[src/rtl/dispatch_ctrl_if.sv]
`default_nettype none
// +----------------------------------------------------------------------+
// | Module   : dispatch_ctrl_if                                           |
// | Brief    : Fetch, decoder and back-end signals of the dispatch stage  |
// | Revision : 1.0                                                        |
// +----------------------------------------------------------------------+
interface dispatch_ctrl_if #(
    parameter int INS_LEN     = 32,
    parameter int ADDR_LEN    = 32,
    parameter int OPENUM_LEN  = 6,
    parameter int REG_LEN     = 5,
    parameter int DATA_LEN    = 32,
    parameter int ROB_TAG_LEN = 4
);
    logic                   rdy;
    logic                   rollback;
    logic                   fetch_valid;
    logic [INS_LEN-1:0]     fetch_inst;
    logic [ADDR_LEN-1:0]    fetch_pc;
    logic                   fetch_rdy;
    logic [INS_LEN-1:0]     dec_inst;
    logic [OPENUM_LEN-1:0]  dec_openum;
    logic [REG_LEN-1:0]     dec_rd;
    logic [REG_LEN-1:0]     dec_rs1;
    logic [REG_LEN-1:0]     dec_rs2;
    logic [DATA_LEN-1:0]    dec_imm;
    logic                   rob_full;
    logic [ROB_TAG_LEN-1:0] rob_free_tag;
    logic                   rs_full;
    logic                   lsb_full;
    logic                   rob_en;
    logic                   rs_en;
    logic                   lsb_en;
    logic [OPENUM_LEN-1:0]  out_openum;
    logic [REG_LEN-1:0]     out_rd;
    logic [REG_LEN-1:0]     out_rs1;
    logic [REG_LEN-1:0]     out_rs2;
    logic [DATA_LEN-1:0]    out_imm;
    logic [ADDR_LEN-1:0]    out_pc;
    logic [ROB_TAG_LEN-1:0] out_rob_tag;

    // Dispatch controller side.
    modport master (
        input  rdy, rollback, fetch_valid, fetch_inst, fetch_pc,
        input  dec_openum, dec_rd, dec_rs1, dec_rs2, dec_imm,
        input  rob_full, rob_free_tag, rs_full, lsb_full,
        output fetch_rdy, dec_inst, rob_en, rs_en, lsb_en,
        output out_openum, out_rd, out_rs1, out_rs2, out_imm, out_pc, out_rob_tag
    );

    // Surrounding pipeline side.
    modport slave (
        output rdy, rollback, fetch_valid, fetch_inst, fetch_pc,
        output dec_openum, dec_rd, dec_rs1, dec_rs2, dec_imm,
        output rob_full, rob_free_tag, rs_full, lsb_full,
        input  fetch_rdy, dec_inst, rob_en, rs_en, lsb_en,
        input  out_openum, out_rd, out_rs1, out_rs2, out_imm, out_pc, out_rob_tag
    );
endinterface
`default_nettype wire

[src/rtl/dispatch_ctrl.sv]
`default_nettype none
// +----------------------------------------------------------------------+
// | Module   : dispatch_ctrl                                              |
// | Brief    : Instruction FIFO and in-order dispatch to ROB / RS / LSB   |
// | Revision : 1.0                                                        |
// +----------------------------------------------------------------------+
module dispatch_ctrl #(
    parameter int DEPTH       = 4,
    parameter int INS_LEN     = 32,
    parameter int ADDR_LEN    = 32,
    parameter int OPENUM_LEN  = 6,
    parameter int REG_LEN     = 5,
    parameter int DATA_LEN    = 32,
    parameter int ROB_TAG_LEN = 4,
    parameter int OPENUM_NOP  = 0
) (
    input  wire logic         clk,
    input  wire logic         rst,
    dispatch_ctrl_if.master   bus
);
    localparam int                c_PTR_W    = $clog2(DEPTH);
    localparam int                c_CNT_W    = c_PTR_W + 1;
    localparam logic [6:0]        c_OPCODE_L = 7'b0000011;
    localparam logic [6:0]        c_OPCODE_S = 7'b0100011;
    localparam logic [INS_LEN-1:0] c_ZERO_WORD = '0;

    logic [INS_LEN-1:0]  r_inst_mem [DEPTH];
    logic [ADDR_LEN-1:0] r_pc_mem   [DEPTH];
    logic [c_PTR_W-1:0]  r_head;
    logic [c_PTR_W-1:0]  r_tail;
    logic [c_CNT_W-1:0]  r_count;

    logic                r_rob_en;
    logic                r_rs_en;
    logic                r_lsb_en;
    logic [OPENUM_LEN-1:0]  r_openum;
    logic [REG_LEN-1:0]     r_rd;
    logic [REG_LEN-1:0]     r_rs1;
    logic [REG_LEN-1:0]     r_rs2;
    logic [DATA_LEN-1:0]    r_imm;
    logic [ADDR_LEN-1:0]    r_pc;
    logic [ROB_TAG_LEN-1:0] r_rob_tag;

    logic               w_empty;
    logic               w_full;
    logic [INS_LEN-1:0] w_head_inst;
    logic               w_is_mem;
    logic               w_is_nop;
    logic               w_go;
    logic               w_fire;
    logic               w_pop;
    logic               w_push;
    logic               w_fetch_rdy;

    assign w_empty     = (r_count == '0);
    assign w_full      = (r_count == c_CNT_W'(DEPTH));
    assign w_head_inst = r_inst_mem[r_head];
    assign w_is_mem    = (w_head_inst[6:0] == c_OPCODE_L) || (w_head_inst[6:0] == c_OPCODE_S);
    assign w_is_nop    = (bus.dec_openum == OPENUM_LEN'(OPENUM_NOP));

    // A NOP head only needs a live pipeline to drain; real work also needs its target.
    assign w_go        = !w_empty && bus.rdy && !bus.rollback;
    assign w_fire      = w_go && !w_is_nop && !bus.rob_full &&
                         (w_is_mem ? !bus.lsb_full : !bus.rs_full);
    assign w_pop       = w_go && (w_is_nop || w_fire);
    assign w_fetch_rdy = !w_full && !bus.rollback;
    assign w_push      = bus.fetch_valid && w_fetch_rdy && bus.rdy;

    assign bus.fetch_rdy   = w_fetch_rdy;
    assign bus.dec_inst    = w_empty ? c_ZERO_WORD : w_head_inst;
    assign bus.rob_en      = r_rob_en;
    assign bus.rs_en       = r_rs_en;
    assign bus.lsb_en      = r_lsb_en;
    assign bus.out_openum  = r_openum;
    assign bus.out_rd      = r_rd;
    assign bus.out_rs1     = r_rs1;
    assign bus.out_rs2     = r_rs2;
    assign bus.out_imm     = r_imm;
    assign bus.out_pc      = r_pc;
    assign bus.out_rob_tag = r_rob_tag;

    always_ff @(posedge clk) begin
        if (!rst && w_push) begin
            r_inst_mem[r_tail] <= bus.fetch_inst;
            r_pc_mem[r_tail]   <= bus.fetch_pc;
        end
    end

    always_ff @(posedge clk) begin
        if (rst) begin
            r_head    <= '0;
            r_tail    <= '0;
            r_count   <= '0;
            r_rob_en  <= 1'b0;
            r_rs_en   <= 1'b0;
            r_lsb_en  <= 1'b0;
            r_openum  <= '0;
            r_rd      <= '0;
            r_rs1     <= '0;
            r_rs2     <= '0;
            r_imm     <= '0;
            r_pc      <= '0;
            r_rob_tag <= '0;
        end else if (!bus.rdy) begin
            r_rob_en <= 1'b0;
            r_rs_en  <= 1'b0;
            r_lsb_en <= 1'b0;
        end else if (bus.rollback) begin
            r_head   <= '0;
            r_tail   <= '0;
            r_count  <= '0;
            r_rob_en <= 1'b0;
            r_rs_en  <= 1'b0;
            r_lsb_en <= 1'b0;
        end else begin
            if (w_pop) begin
                r_head <= r_head + c_PTR_W'(1);
            end
            if (w_push) begin
                r_tail <= r_tail + c_PTR_W'(1);
            end
            r_count  <= r_count + c_CNT_W'(w_push) - c_CNT_W'(w_pop);
            r_rob_en <= w_fire;
            r_rs_en  <= w_fire && !w_is_mem;
            r_lsb_en <= w_fire && w_is_mem;
            if (w_fire) begin
                r_openum  <= bus.dec_openum;
                r_rd      <= bus.dec_rd;
                r_rs1     <= bus.dec_rs1;
                r_rs2     <= bus.dec_rs2;
                r_imm     <= bus.dec_imm;
                r_pc      <= r_pc_mem[r_head];
                r_rob_tag <= bus.rob_free_tag;
            end
        end
    end
endmodule
`default_nettype wire

[src/flat_wrapper.sv]
// flat-port wrapper written by rule: the top's interface ports become plain ports
module dispatch_ctrl_flat 
#(
    parameter int DEPTH       = 4,
    parameter int INS_LEN     = 32,
    parameter int ADDR_LEN    = 32,
    parameter int OPENUM_LEN  = 6,
    parameter int REG_LEN     = 5,
    parameter int DATA_LEN    = 32,
    parameter int ROB_TAG_LEN = 4,
    parameter int OPENUM_NOP  = 0
)
  (clk, rst, bus_rdy, bus_rollback, bus_fetch_valid, bus_fetch_inst, bus_fetch_pc, bus_dec_openum, bus_dec_rd, bus_dec_rs1, bus_dec_rs2, bus_dec_imm, bus_rob_full, bus_rob_free_tag, bus_rs_full, bus_lsb_full, bus_fetch_rdy, bus_dec_inst, bus_rob_en, bus_rs_en, bus_lsb_en, bus_out_openum, bus_out_rd, bus_out_rs1, bus_out_rs2, bus_out_imm, bus_out_pc, bus_out_rob_tag);
  dispatch_ctrl_if #(.INS_LEN(INS_LEN), .ADDR_LEN(ADDR_LEN), .OPENUM_LEN(OPENUM_LEN), .REG_LEN(REG_LEN), .DATA_LEN(DATA_LEN), .ROB_TAG_LEN(ROB_TAG_LEN)) bus_i ();
  input  wire logic clk;
  input  wire logic rst;
  input wire logic [$bits(bus_i.rdy)-1:0] bus_rdy;
  input wire logic [$bits(bus_i.rollback)-1:0] bus_rollback;
  input wire logic [$bits(bus_i.fetch_valid)-1:0] bus_fetch_valid;
  input wire logic [$bits(bus_i.fetch_inst)-1:0] bus_fetch_inst;
  input wire logic [$bits(bus_i.fetch_pc)-1:0] bus_fetch_pc;
  input wire logic [$bits(bus_i.dec_openum)-1:0] bus_dec_openum;
  input wire logic [$bits(bus_i.dec_rd)-1:0] bus_dec_rd;
  input wire logic [$bits(bus_i.dec_rs1)-1:0] bus_dec_rs1;
  input wire logic [$bits(bus_i.dec_rs2)-1:0] bus_dec_rs2;
  input wire logic [$bits(bus_i.dec_imm)-1:0] bus_dec_imm;
  input wire logic [$bits(bus_i.rob_full)-1:0] bus_rob_full;
  input wire logic [$bits(bus_i.rob_free_tag)-1:0] bus_rob_free_tag;
  input wire logic [$bits(bus_i.rs_full)-1:0] bus_rs_full;
  input wire logic [$bits(bus_i.lsb_full)-1:0] bus_lsb_full;
  output wire logic [$bits(bus_i.fetch_rdy)-1:0] bus_fetch_rdy;
  output wire logic [$bits(bus_i.dec_inst)-1:0] bus_dec_inst;
  output wire logic [$bits(bus_i.rob_en)-1:0] bus_rob_en;
  output wire logic [$bits(bus_i.rs_en)-1:0] bus_rs_en;
  output wire logic [$bits(bus_i.lsb_en)-1:0] bus_lsb_en;
  output wire logic [$bits(bus_i.out_openum)-1:0] bus_out_openum;
  output wire logic [$bits(bus_i.out_rd)-1:0] bus_out_rd;
  output wire logic [$bits(bus_i.out_rs1)-1:0] bus_out_rs1;
  output wire logic [$bits(bus_i.out_rs2)-1:0] bus_out_rs2;
  output wire logic [$bits(bus_i.out_imm)-1:0] bus_out_imm;
  output wire logic [$bits(bus_i.out_pc)-1:0] bus_out_pc;
  output wire logic [$bits(bus_i.out_rob_tag)-1:0] bus_out_rob_tag;
  assign bus_i.rdy = bus_rdy;
  assign bus_i.rollback = bus_rollback;
  assign bus_i.fetch_valid = bus_fetch_valid;
  assign bus_i.fetch_inst = bus_fetch_inst;
  assign bus_i.fetch_pc = bus_fetch_pc;
  assign bus_i.dec_openum = bus_dec_openum;
  assign bus_i.dec_rd = bus_dec_rd;
  assign bus_i.dec_rs1 = bus_dec_rs1;
  assign bus_i.dec_rs2 = bus_dec_rs2;
  assign bus_i.dec_imm = bus_dec_imm;
  assign bus_i.rob_full = bus_rob_full;
  assign bus_i.rob_free_tag = bus_rob_free_tag;
  assign bus_i.rs_full = bus_rs_full;
  assign bus_i.lsb_full = bus_lsb_full;
  assign bus_fetch_rdy = bus_i.fetch_rdy;
  assign bus_dec_inst = bus_i.dec_inst;
  assign bus_rob_en = bus_i.rob_en;
  assign bus_rs_en = bus_i.rs_en;
  assign bus_lsb_en = bus_i.lsb_en;
  assign bus_out_openum = bus_i.out_openum;
  assign bus_out_rd = bus_i.out_rd;
  assign bus_out_rs1 = bus_i.out_rs1;
  assign bus_out_rs2 = bus_i.out_rs2;
  assign bus_out_imm = bus_i.out_imm;
  assign bus_out_pc = bus_i.out_pc;
  assign bus_out_rob_tag = bus_i.out_rob_tag;
  dispatch_ctrl #(.DEPTH(DEPTH), .INS_LEN(INS_LEN), .ADDR_LEN(ADDR_LEN), .OPENUM_LEN(OPENUM_LEN), .REG_LEN(REG_LEN), .DATA_LEN(DATA_LEN), .ROB_TAG_LEN(ROB_TAG_LEN), .OPENUM_NOP(OPENUM_NOP)) u_core (.clk(clk), .rst(rst), .bus(bus_i));
endmodule
[config.mk]
export PLATFORM = sky130hd
export DESIGN_NAME = dispatch_ctrl_flat
export DESIGN_NICKNAME = d
export VERILOG_FILES = /design/src/rtl/dispatch_ctrl_if.sv /design/src/rtl/dispatch_ctrl.sv /design/src/flat_wrapper.sv
export SDC_FILE = /design/constraint.sdc
export NUM_CORES = 1
export LEC_CHECK = 0
export BUFFER_PORTS_ARGS = -buffer_cell sky130_fd_sc_hd__clkbuf_2
export CELL_PAD_IN_SITES_DETAIL_PLACEMENT = 2
export CELL_PAD_IN_SITES_GLOBAL_PLACEMENT = 2
export CORE_UTILIZATION = 40
export DETAILED_ROUTE_END_ITERATION = 16
export HOLD_SLACK_MARGIN = 0.05
export PLACE_DENSITY = 0.85
export SYNTH_ARGS = -nofsm -noshare
export SYNTH_HDL_FRONTEND = slang
export SYNTH_SLANG_ARGS = --single-unit
[constraint.sdc]
create_clock -name clk -period 5.2 [get_ports clk]
set_input_delay 1.04 -clock clk [delete_from_list [all_inputs] [get_ports clk]]
set_output_delay 1.04 -clock clk [all_outputs]
set_load 0.01 [all_outputs]
======== Yosys cells after proc, flatten, opt, wreduce, memory -nomap -nowiden ========
Memories as Yosys holds them, arrays and structs flattened. A register that Yosys moved wholly into a read port is not among the register bits.
Index checks and enable logic that the tools add are counted.
W data, S select, Z words.
cells by class
  add/subtract/negate cells ............... 4
  equal/unequal tests ..................... 3
  mux-type cells .......................... 11
  bitwise operators ....................... 2
  reductions and logical operators ........ 31
operators by type and width
  operator               count
  $mux W32               1
  $logic_and A1 B1 Y1    12
  $mux W2                6
  $logic_not A1 Y1       9
  $eq A7 B2 Y1 const B   1
  $eq A7 B6 Y1 const B   1
  $logic_not A6 Y1       1
  $add A2 B1 Y2 const B  2
  $reduce_and A2 Y1      2
  $reduce_bool A2 Y1     2
  $add A3 B1 Y3          1
  $eq A3 B3 Y1 const B   1
  $logic_not A3 Y1       1
  $mux W1                3
  $mux W3                1
  $reduce_and A3 Y1      1
  $reduce_or A3 Y1       1
  $sub A3 B1 Y3          1
  $logic_or A1 B1 Y1     2
  $not A1 Y1             2
word-level totals
  register bits after elaboration ......... 67
  RAM bits ................................ 256
  input port bits ......................... 129
  output and inout port bits .............. 125
  logic and storage cells ................. 65
  memories ................................ 2
memories
  memory             depth  width  read ports  clocked after memory_dff  write ports  line                 text
  u_core.r_inst_mem  4      32     1           1                         1            dispatch_ctrl.sv:27  logic [INS_LEN-1:0] r_inst_mem [DEPTH];
  u_core.r_pc_mem    4      32     1           1                         1            dispatch_ctrl.sv:28  logic [ADDR_LEN-1:0] r_pc_mem [DEPTH];

======== Depth between registers and ports, before layout ========
  depth after elaboration ................. 13
  gate-level depth with buffers ........... 16
  gate-level depth less buffers ........... 14

======== Worst setup path after synthesis ========
Ideal clock, no wire load.
  path kind ............................... input to register
  from .................................... input port bus_rollback
  to ...................................... register u_core.r_count[2]
  library setup time ...................... 128 ps
  arrival time ............................ 3586 ps
  data required time ...................... 5072 ps
  path slack .............................. 1486 ps
  stages on the path ...................... 14
  buffers on the path ..................... 0
  path through ............................ nand2b_1 -> or3b_2 -> a31o_1 -> o21ai_0 -> and3_1 -> ha_1 -> inv_1 -> ha_1 -> inv_1 -> fa_1 -> xor2_1 -> o21ai_0 -> a22oi_1 -> nor2_1
between the ends
  word-level cells in the longest chain between the ends .. 9
ends and longest elaborated chain
  what                                                   line                  text
  from (decl)                                            flat_wrapper.sv:18    input wire logic [$bits(bus_i.rollback)-1:0] bus_rollback;
  branches (longest 8 deep; another with $add A3 B1 Y3)  -
  $mux W3 (*)                                            dispatch_ctrl.sv:108  end else if (bus.rollback) begin
  to (signal assigned)                                   dispatch_ctrl.sv:122  r_count <= r_count + c_CNT_W'(w_push) - c_CNT_W'(w_pop);
  to (decl)                                              dispatch_ctrl.sv:31   logic [c_CNT_W-1:0] r_count;
Every way passes the cells marked *.
A chain may end at the register's enable or synchronous reset.

==> impl_results.md <==
* Root buffer cell: clkbuf_16
* Final Setup Violations at 0
* Final WL at 36.60 mm
* Final cell count without fillers at 1,565
* Syn Std Cell Area at 0.01343 mm^2
* Worst Max-Slew Pin Slew at 1.088 ns
* Layout area overhead at 21.98%
* Post-CTS Hold Buffers at 0
* Crit Path Max Fanout at 12
* Synth Register Bits at 357
* Crit Path Category: flop to flop
* CP arrival at 4.29 ns
* Final Util at 49.98%
* Multi-input logic area at 0.003432 mm^2
* Post-synth EDFFs at 256
* Most frequent cells in the layout: 256 x edfxtp_1, 252 x clkbuf_2, 152 x nand2_1, 98 x dfxtp_1, 63 x a21oi_1
* Placed inst area at 0.01507 mm^2
* Chip height at 185.2 um
* Warning count from the yosys run at 0
* Total gr overflow at 0
* Fmax at 255.1 MHz
* Post-synth top flop: edfxtp_1
* Min-delay src: u_core.bus.out_pc[30]
* Commonest non-fill, non-tap cell in the layout: edfxtp_1
* Number of port buffers at 253
* Ports at 254
* Inserted Clock Buffers at 40
* Hold Vio Cnt, Final at 0
* DRT Pass-1 Iters at 4
* CTS tree: done
* Filler instances at 3,105
* Syn Inst Count at 837
* Buffer depth of the longest clock path at 3
* Initial Util at 40.97%
* 1st-iter DRT viols at 285
* Yosys cell types at 40
* Clock slew at reported path FFs at 0.06 ns
* Final Skew at 0.02777 ns
* Antenna violations before repair at 3
* Register area at 0.009713 mm^2
* Power Dens Cells at 367.2 mW/mm^2
* Max Cap Violations at 0
* Vias per cell at 5.137
* Core footprint at 0.03278 mm^2
* Static Leak at 5.749 nW
* Site Rows at 66
* GP Congestion at 0.7453
* Wirelength per Cell at 23.38 um
* Die width at 185.2 um
* Total track usage at 21.47%
* Crit path capture type: flop
* First-pass GRT wire length at 54.01 mm
* Setup bufs post-CTS at 0
* Design Area, Final at 0.01638 mm^2
* Die area at 0.03432 mm^2
* PnR Total Power at 6.017 mW
* Worst IR Drop VDD at 0.3327 mV
* CP Data Required Time at 5.57 ns
* Hold Crit Class: flop to flop
* Vias in the first global route at 8,906
* H-tree levels at 2
* Syn Area/Cell at 16.05 um^2
* Final slew viol count at 0
* Share of layout cells above drive strength 1 at 40.68%
* Asr flop ratio synth at 0%
* RSZ-0062 raised after global routing: no
* Drc violations at 0
* Critical Path Source Type: flop
* Max-slew headroom at 27.48%
* Cts repair resizes at 0
* Largest net degree at the start of global routing at 91
* Final nets at 1,226
* Post-DRT Antenna Nets at 0
* Net Count, Synth at 973
* Status: complete, no violations
* Skew-Pair Late Insertion Delay at 0.53 ns
* Clk sink count at 357
* Final critical-path required period at 3.920 ns
* DR vias at 8,039
* Sequential area share after synthesis at 72.29%
* Final period util at 75.39%
* Hpwl dp at 23.24 mm
* Cell count after placement at 1,490
* Setup_tns at 0 ns
report_power, final:
group	total, mW	leakage, nW	internal [mW]	switching [mW]
combinational	0.135	1.98	0.0520	0.0826
sequential	3.06	3.12	3.06	0.00464
clock	2.82	0.649	1.69	1.13
total	6.02	5.75	4.80	1.22
stage by stage:
| stage | hold slack (ns) | setup slack [ns] |
|---|---|---|
| after floorplan | 0.4658 | 1.486 |
| after global placement | 0.4411 | 1.071 |
| after detailed placement | 0.4517 | 0.9364 |
| after CTS | 0.4594 | 1.239 |
| after global routing | 0.4756 | 0.8087 |
| final | 0.4562 | 1.280 |
registers in the layout, summed over array words and instances (netlist names), named ones only:
signal / flops
u_core.bus.out_rob_tag: 4
u_core.bus.rs_en: 1
u_core.r_tail: 2
u_core.bus.out_rs1: 5
u_core.bus.out_pc: 32
u_core.r_pc_mem: 128
u_core.bus.out_rs2: 5
u_core.bus.out_rd: 5
u_core.r_count: 3
u_core.bus.out_imm: 32
u_core.bus.out_openum: 6
u_core.bus.rob_en: 1
u_core.r_inst_mem: 128
u_core.r_head: 2
u_core.bus.lsb_en: 1
Yosys cell counts (3+ instances only):
cell type,number,area [um^2]
buf_6,10,112.6
and3_1,6,37.54
buf_1,7,26.28
clkbuf_1,22,82.58
nand2_2,30,187.7
edfxtp_1,256,7687
mux4_1,4,105.1
and2_1,33,206.5
dfxtp_1,101,2022
a21oi_1,63,315.3
nand2_1,152,570.6
a21oi_2,31,271.5
ha_1,6,75.07
o21ai_0,4,20.02
nor2_1,11,41.29
mux4_2,60,1351
inv_1,7,26.28
a22oi_1,3,22.52
buf_2,10,50.05
cell families (layout without fill, tap and decap cells):
family,after synthesis,count (layout),share of synthesized area (%)
buf+inv,57,341,2.366
flops,357,357,72.29
mux,64,64,10.84
compound gates,108,108,5.245
xor+xnor,1,1,0.06522
other cells,0,2,0
simple gates,243,243,8.486
fa+ha+maj,7,7,0.7080
metal layers:
layer | part of all wire [%] | track usage, % | vias to the layer above | wire length, um
met5 | 0.036 | 0 | - | 13
met3 | 7.3 | 5.859 | 57 | 2685
met2 | 52 | 38.77 | 293 | 18900
li1 | - | - | 3614 | -
met4 | 2.1 | 5.917 | 2 | 779
met1 | 39 | 24.84 | 4073 | 14220
critical path, cell delays in order, from the launching register on:
cell      delay (ns)
dfxtp_2         0.60
mux4_2          0.61
nor4_4          0.36
a21boi_2        0.14
o21ai_0         0.35
and3_1          0.25
ha_1            0.25
inv_1           0.06
ha_1            0.13
inv_1           0.05
fa_1            0.40
xor2_1          0.19
o21ai_0         0.11
a22oi_1         0.22
nor2_1          0.06
layout make-up:
type / count / share of cell area [%]
antenna: 2 / 0.03055
clock buffer: 55 / 6.987
clock inverter: 18 / 1.031
inverter: 7 / 0.1604
multi-input combinational: 423 / 20.95
sequential: 357 / 59.28
tap: 442 / 3.375
timing repair buffer: 261 / 8.186
worst paths after layout:
| check | end | slack (ns) | cells past startpoint |
|---|---|---|---|
| worst max register to register | u_core.r_count[2] | 1.28 | 14 |
| worst min-delay path | u_core.bus.out_pc[30] | 0.46 | 2 |
| worst max-delay path | u_core.r_count[2] | 1.28 | 14 |
| worst min register to register | u_core.bus.out_pc[30] | 0.46 | 2 |
Power figures use the tool's default switching activity.
